[config.mk]
export PLATFORM = sky130hd
export DESIGN_NAME = jp_responder
export DESIGN_NICKNAME = d
export VERILOG_FILES = /design/src/rtl/jp_pkg.sv /design/src/rtl/jp_sync_filter.sv /design/src/rtl/jp_responder.sv
export SDC_FILE = /design/constraint.sdc
export NUM_CORES = 1
export LEC_CHECK = 0
export CAP_MARGIN = 0
export CORE_AREA = 2 2 49 84
export CTS_CLUSTER_SIZE = 24
export DETAILED_ROUTE_END_ITERATION = 10
export DIE_AREA = 0 0 51 86
export MAX_ROUTING_LAYER = met4
export PLACE_DENSITY_LB_ADDON = 0.05
export SYNTH_ARGS = -nofsm -noshare
export SYNTH_HDL_FRONTEND = slang
export SYNTH_SLANG_ARGS = --single-unit
[constraint.sdc]
create_clock -name clk_in -period 4.4 [get_ports clk_in]
set_input_delay 0.88 -clock clk_in [delete_from_list [all_inputs] [get_ports clk_in]]
set_output_delay 0.88 -clock clk_in [all_outputs]
set_load 0.05 [all_outputs]
[src/rtl/jp_pkg.sv]
// jp_pkg: shared definitions for the NES joypad responder.
//   - Button bit positions inside the 8-bit report (A first on the wire).
//   - Responder FSM state encoding.
//   - Helper that releases opposing directions pressed together.
package jp_pkg;

    localparam int JP_A      = 0;
    localparam int JP_B      = 1;
    localparam int JP_SELECT = 2;
    localparam int JP_START  = 3;
    localparam int JP_UP     = 4;
    localparam int JP_DOWN   = 5;
    localparam int JP_LEFT   = 6;
    localparam int JP_RIGHT  = 7;

    localparam int JP_BITS   = 8;

    typedef enum logic [1:0] {
        IDLE  = 2'd0,
        LOAD  = 2'd1,
        SHIFT = 2'd2,
        DONE  = 2'd3
    } jp_state_e;

    // A physical d-pad cannot press both opposing directions; some games
    // crash when they see it, so both are reported released instead.
    function automatic logic [7:0] jp_mask_opposing(input logic [7:0] rpt);
        logic [7:0] r;
        r = rpt;
        if (rpt[JP_UP] && rpt[JP_DOWN]) begin
            r[JP_UP]   = 1'b0;
            r[JP_DOWN] = 1'b0;
        end
        if (rpt[JP_LEFT] && rpt[JP_RIGHT]) begin
            r[JP_LEFT]  = 1'b0;
            r[JP_RIGHT] = 1'b0;
        end
        return r;
    endfunction

endpackage

[src/rtl/jp_sync_filter.sv]
// jp_sync_filter: brings an asynchronous host pin into the clk_in domain and
// rejects glitches. The pin passes a 2-flop synchronizer, then the filtered
// level only changes once FILT_CYCLES consecutive synchronized samples
// disagree with it. Pin edge to filtered edge is 2+FILT_CYCLES cycles.
// Ports:
//   clk_in     in   system clock
//   rst_in     in   synchronous active-low reset (presets to RESET_LEVEL)
//   pin_in     in   asynchronous pin
//   level_out  out  filtered level
//   rise_out   out  one-cycle pulse when the filtered level goes 0->1
//   fall_out   out  one-cycle pulse when the filtered level goes 1->0
module jp_sync_filter #(
    parameter int   FILT_CYCLES = 4,
    parameter logic RESET_LEVEL = 1'b0
) (
    input  logic clk_in,
    input  logic rst_in,
    input  logic pin_in,
    output logic level_out,
    output logic rise_out,
    output logic fall_out
);

    logic       sync1_q, sync2_q;
    logic       level_q, level_d;
    logic       rise_q, rise_d;
    logic       fall_q, fall_d;
    logic [3:0] cnt_q, cnt_d;

    // Any agreeing sample restarts the count, so a glitch shorter than
    // FILT_CYCLES never flips the level.
    always_comb begin
        level_d = level_q;
        rise_d  = 1'b0;
        fall_d  = 1'b0;
        cnt_d   = 4'd0;
        if (sync2_q != level_q) begin
            if (cnt_q == 4'(FILT_CYCLES - 1)) begin
                level_d = sync2_q;
                rise_d  = sync2_q;
                fall_d  = ~sync2_q;
            end else begin
                cnt_d = cnt_q + 4'd1;
            end
        end
    end

    always_ff @(posedge clk_in) begin
        if (!rst_in) begin
            sync1_q <= RESET_LEVEL;
            sync2_q <= RESET_LEVEL;
            level_q <= RESET_LEVEL;
            rise_q  <= 1'b0;
            fall_q  <= 1'b0;
            cnt_q   <= 4'd0;
        end else begin
            sync1_q <= pin_in;
            sync2_q <= sync1_q;
            level_q <= level_d;
            rise_q  <= rise_d;
            fall_q  <= fall_d;
            cnt_q   <= cnt_d;
        end
    end

    assign level_out = level_q;
    assign rise_out  = rise_q;
    assign fall_out  = fall_q;

endmodule

[src/rtl/jp_responder.sv]
// jp_responder: controller side of the NES joypad serial link, behaving like
// a 4021-based standard pad. The host drives latch and clock; the responder
// returns 8 active-low button bits (A first) on the data line.
// Ports:
//   clk_in           in   system clock
//   rst_in           in   synchronous active-low reset
//   jp_latch_in      in   host latch pin (asynchronous)
//   jp_clk_in        in   host clock pin (asynchronous, idles high)
//   buttons_in[7:0]  in   pressed=1, A,B,Select,Start,Up,Down,Left,Right
//   turbo_en_in[1:0] in   turbo enable for A (bit 0) and B (bit 1)
//   jp_data_out      out  data line, pressed bit = 0
//   poll_strobe_out  out  one-cycle pulse when a poll's latch is released
//   bit_idx_out[3:0] out  bits already shifted out (0..8)
module jp_responder
    import jp_pkg::*;
#(
    parameter int   FILT_CYCLES    = 4,
    parameter logic LATCH_ACT_HIGH = 1'b1,
    parameter logic TAIL_LEVEL     = 1'b0,
    parameter int   TURBO_POLLS    = 3,
    parameter logic BLOCK_OPPOSING = 1'b1
) (
    input  logic       clk_in,
    input  logic       rst_in,
    input  logic       jp_latch_in,
    input  logic       jp_clk_in,
    input  logic [7:0] buttons_in,
    input  logic [1:0] turbo_en_in,
    output logic       jp_data_out,
    output logic       poll_strobe_out,
    output logic [3:0] bit_idx_out
);

    logic latch_level, latch_rise, latch_fall;
    logic clk_level, clk_rise, clk_fall;
    logic latch_act;
    logic unused_filt;

    jp_sync_filter #(
        .FILT_CYCLES (FILT_CYCLES),
        .RESET_LEVEL (~LATCH_ACT_HIGH)
    ) u_latch_filt (
        .clk_in    (clk_in),
        .rst_in    (rst_in),
        .pin_in    (jp_latch_in),
        .level_out (latch_level),
        .rise_out  (latch_rise),
        .fall_out  (latch_fall)
    );

    jp_sync_filter #(
        .FILT_CYCLES (FILT_CYCLES),
        .RESET_LEVEL (1'b1)
    ) u_clk_filt (
        .clk_in    (clk_in),
        .rst_in    (rst_in),
        .pin_in    (jp_clk_in),
        .level_out (clk_level),
        .rise_out  (clk_rise),
        .fall_out  (clk_fall)
    );

    // The FSM works on the latch level and the clk rising edge only.
    assign latch_act   = (latch_level == LATCH_ACT_HIGH);
    assign unused_filt = ^{latch_rise, latch_fall, clk_level, clk_fall};

    jp_state_e  state_q, state_d;
    logic [7:0] shreg_q, shreg_d;
    logic [3:0] bit_idx_q, bit_idx_d;
    logic       data_q, data_d;
    logic       strobe_q, strobe_d;
    logic [7:0] turbo_cnt_q, turbo_cnt_d;
    logic       phase_q, phase_d;
    logic [7:0] rpt;

    // Turbo only ever adds a press during phase 1; a real press always wins.
    always_comb begin
        rpt        = buttons_in;
        rpt[JP_A]  = buttons_in[JP_A] | (turbo_en_in[0] & phase_q);
        rpt[JP_B]  = buttons_in[JP_B] | (turbo_en_in[1] & phase_q);
        if (BLOCK_OPPOSING) begin
            rpt = jp_mask_opposing(rpt);
        end
    end

    // Latch has priority over a clk edge in the same cycle, so an abandoned
    // poll always reloads instead of shifting one last time.
    always_comb begin
        state_d     = state_q;
        shreg_d     = shreg_q;
        bit_idx_d   = bit_idx_q;
        strobe_d    = 1'b0;
        turbo_cnt_d = turbo_cnt_q;
        phase_d     = phase_q;
        case (state_q)
            IDLE: begin
                if (latch_act) state_d = LOAD;
            end
            LOAD: begin
                shreg_d   = ~rpt;
                bit_idx_d = 4'd0;
                if (!latch_act) begin
                    state_d  = SHIFT;
                    strobe_d = 1'b1;
                    if (turbo_cnt_q == 8'(TURBO_POLLS - 1)) begin
                        turbo_cnt_d = 8'd0;
                        phase_d     = ~phase_q;
                    end else begin
                        turbo_cnt_d = turbo_cnt_q + 8'd1;
                    end
                end
            end
            SHIFT: begin
                if (latch_act) begin
                    state_d = LOAD;
                end else if (clk_rise) begin
                    shreg_d   = {TAIL_LEVEL, shreg_q[7:1]};
                    bit_idx_d = bit_idx_q + 4'd1;
                    if (bit_idx_q == 4'd7) state_d = DONE;
                end
            end
            DONE: begin
                bit_idx_d = 4'd8;
                if (latch_act) state_d = LOAD;
            end
            default: state_d = IDLE;
        endcase

        // Line follows the shift register except once all 8 bits are out.
        // IDLE is only reachable from reset, so no poll has completed there.
        if (state_d == DONE) begin
            data_d = TAIL_LEVEL;
        end else begin
            data_d = shreg_d[0];
        end
    end

    always_ff @(posedge clk_in) begin
        if (!rst_in) begin
            state_q     <= IDLE;
            shreg_q     <= 8'hFF;
            bit_idx_q   <= 4'd0;
            data_q      <= 1'b1;
            strobe_q    <= 1'b0;
            turbo_cnt_q <= 8'd0;
            phase_q     <= 1'b0;
        end else begin
            state_q     <= state_d;
            shreg_q     <= shreg_d;
            bit_idx_q   <= bit_idx_d;
            data_q      <= data_d;
            strobe_q    <= strobe_d;
            turbo_cnt_q <= turbo_cnt_d;
            phase_q     <= phase_d;
        end
    end

    assign jp_data_out     = data_q;
    assign poll_strobe_out = strobe_q;
    assign bit_idx_out     = bit_idx_q;

endmodule

==> run metrics <==
status finished, final reports clean; synthesized net count roughly 220; Max FO, Critical Path 5; Crit Path Class reg2out; synthesized area roughly 1700 um2; Placed Instances 251; Slew Limit Headroom 44.0%; root buffer cell clkbuf_8; P_leak 0.824 nW; Synth cell types 34; Initial Util 47.4%; pins over their slew limit 0; Routed WL 3200 um; vias per std cell approximately 5.2; final instance area between 2000 and 2500 um2; most instantiated library cell after synthesis dfxtp_1; diode count 0; CTS tree built; Synth top area share 46.1%; max_cap viols 0; number of global-route vias before repair 1289; yosys warns 0; Bufs and invs on worst path 1; sequential fraction of the synthesis area about 46%; area delta synth->final 19.2%; syn_area_per_cell a little over 9 um2; initial antenna violation count 0; Non-Filler Instances 259; I/O pin cnt 20; VDD IR max 0.000253 V; Clk pin slew, worst setup/hold paths 80 ps; Core Box Area about 3700 um2; Die Footprint 4390 um2; Critical Path End Type primary output; ys flop type dfxtp_1; share of layout cells above drive strength 1 5.16%; overall routing resource usage between 10% and 20%; placed cell area 1960 um2; setup_tns 0 ps; post-cts sizing count 0; setup slack at placement 1720 ps; ys async rst share 0%; dominant cells by area after synthesis dfxtp_1 46%, ha_1 6.5%, xor2_1 5.0%, nor2_1 4.1%, o211ai_1 3.9%; drt pass-1 iters 4; Overflow after GRT 0; Req. time, crit path around 3500 ps; CTS Hold Bufs 0; largest net degree at the start of global routing 29; CP top delay family buffers and inverters; final hold vios 0; clk buf depth 2; total power 0.681 mW; CP max stage delay around 830 ps; FP Rows 29; worst path cell trace clkdlybuf4s50_1; hpwl dp 2370 um; PortBufs 19; min Tclk post-route 2400 ps; fin util between 50 and 60%; die height 86 um; Final Worst Setup Slack between 2000 and 2500 ps; Clock Latency Late Sink 290 ps; Die X 51 um; pwr dens around 330 nW/um2; Worst EP arrival 1520 ps; Hold Slack 414 ps; EDFF count, synth 0; Synth Instances 192; HP Class reg2reg; CP max stage cell clkdlybuf4s50_1; residual DRC count 0; Setup violations, final 0; DR iter-0 viols 27; first-pass GRT wire length 5380 um; startpoint type of the worst setup path flop; Setup Skew 7.54 ps; Sink Count 40; Yosys reg bits 40; FMAX 417 MHz; Slew @ Worst Pin 838 ps; Final nets 235; Antenna Nets Post-Route 0; Num CTS Buffers 5; H-tree depth 2; DR WL/cell 12.3 um; GPL Wtd Cong 0.778; Vias 1359; RSZ-0062 raised after global routing no; cell taking the most area after synthesis dfxtp_1; Synth top cells by count 40 x dfxtp_1, 19 x nor2_1, 16 x nand2_1; period utilization 54.5%; post-CTS setup repair buffer count 0
-- cells by family (layout without fill, tap and decap cells) --
logic type,count (synthesis),in the layout,share of synthesized area (%)
compound gates,37,37,14.6
xor+xnor,15,15,7.56
fa+ha+maj,9,9,6.48
buf+inv,16,37,3.67
flops,40,40,46.1
simple gates,75,75,21.5
-- final cells by class --
| type | count | area, um2 |
|---|---|---|
| Clock buffer | 5 | 68.8 |
| Clock inverter | 3 | 42.5 |
| Fill cell | 336 | 1600 |
| Inverter | 10 | 37.5 |
| Multi-Input combinational cell | 136 | 872 |
| Sequential cell | 40 | 801 |
| Tap cell | 46 | 57.6 |
| Timing Repair Buffer | 19 | 190 |
-- final timing paths --
kind | startpoint | endpoint | slack, ps | depth (start not counted)
setup / recovery | bit_idx_out[0] | bit_idx_out[0] | 2000 | 1
hold / removal | u_clk_filt.sync1_q | u_clk_filt.sync2_q | 410 | 1
setup reg to reg | state_q[0] | turbo_cnt_q[1] | 2340 | 5
hold reg to reg | u_clk_filt.sync1_q | u_clk_filt.sync2_q | 410 | 1
-- per-layer routing --
| layer | routed length [um] | vias up | global-route usage, % |
|---|---|---|---|
| met5 | 0 | - | - |
| met2 | 1670 | 19 | 29.3 |
| met1 | 1340 | 636 | 16.0 |
| met3 | 126 | 7 | 5.05 |
| met4 | 55 | 0 | 7.13 |
| li1 | - | 697 | - |
-- registers in the layout (all words and copies together), names as in the netlist --
register                flops
poll_strobe_out             1
u_clk_filt.cnt_q            4
u_clk_filt.sync2_q          1
shreg_q                     8
u_clk_filt.level_out        1
u_clk_filt.rise_out         1
u_latch_filt.cnt_q          4
u_clk_filt.sync1_q          1
jp_data_out                 1
state_q                     2
u_latch_filt.level_out      1
bit_idx_out                 4
u_latch_filt.sync2_q        1
u_latch_filt.sync1_q        1
turbo_cnt_q                 8
phase_q                     1
-- placed cells by master, fill, tap and decap left out, drive strengths merged, types with 2 or more instances in the layout --
cell type,count
nand3,11
nand2,16
xor2,10
o211ai,9
a211oi,4
xnor2,5
nor3,3
clkbuf,5
a32oi,2
nand2b,4
and2,8
a21oi,8
nand4,4
inv,10
clkdlybuf4s50,19
nor2b,4
dfxtp,40
ha,9
a2bb2oi,2
nor2,19
o21ai,7
a21boi,4
-- power by group --
part / switching (mW) / internal, mW
combinational: 0.00827 / 0.0132
clock: 0.127 / 0.168
sequential: 0.00113 / 0.364
total: 0.136 / 0.545
No activity file was read; power rests on OpenSTA's default activity.
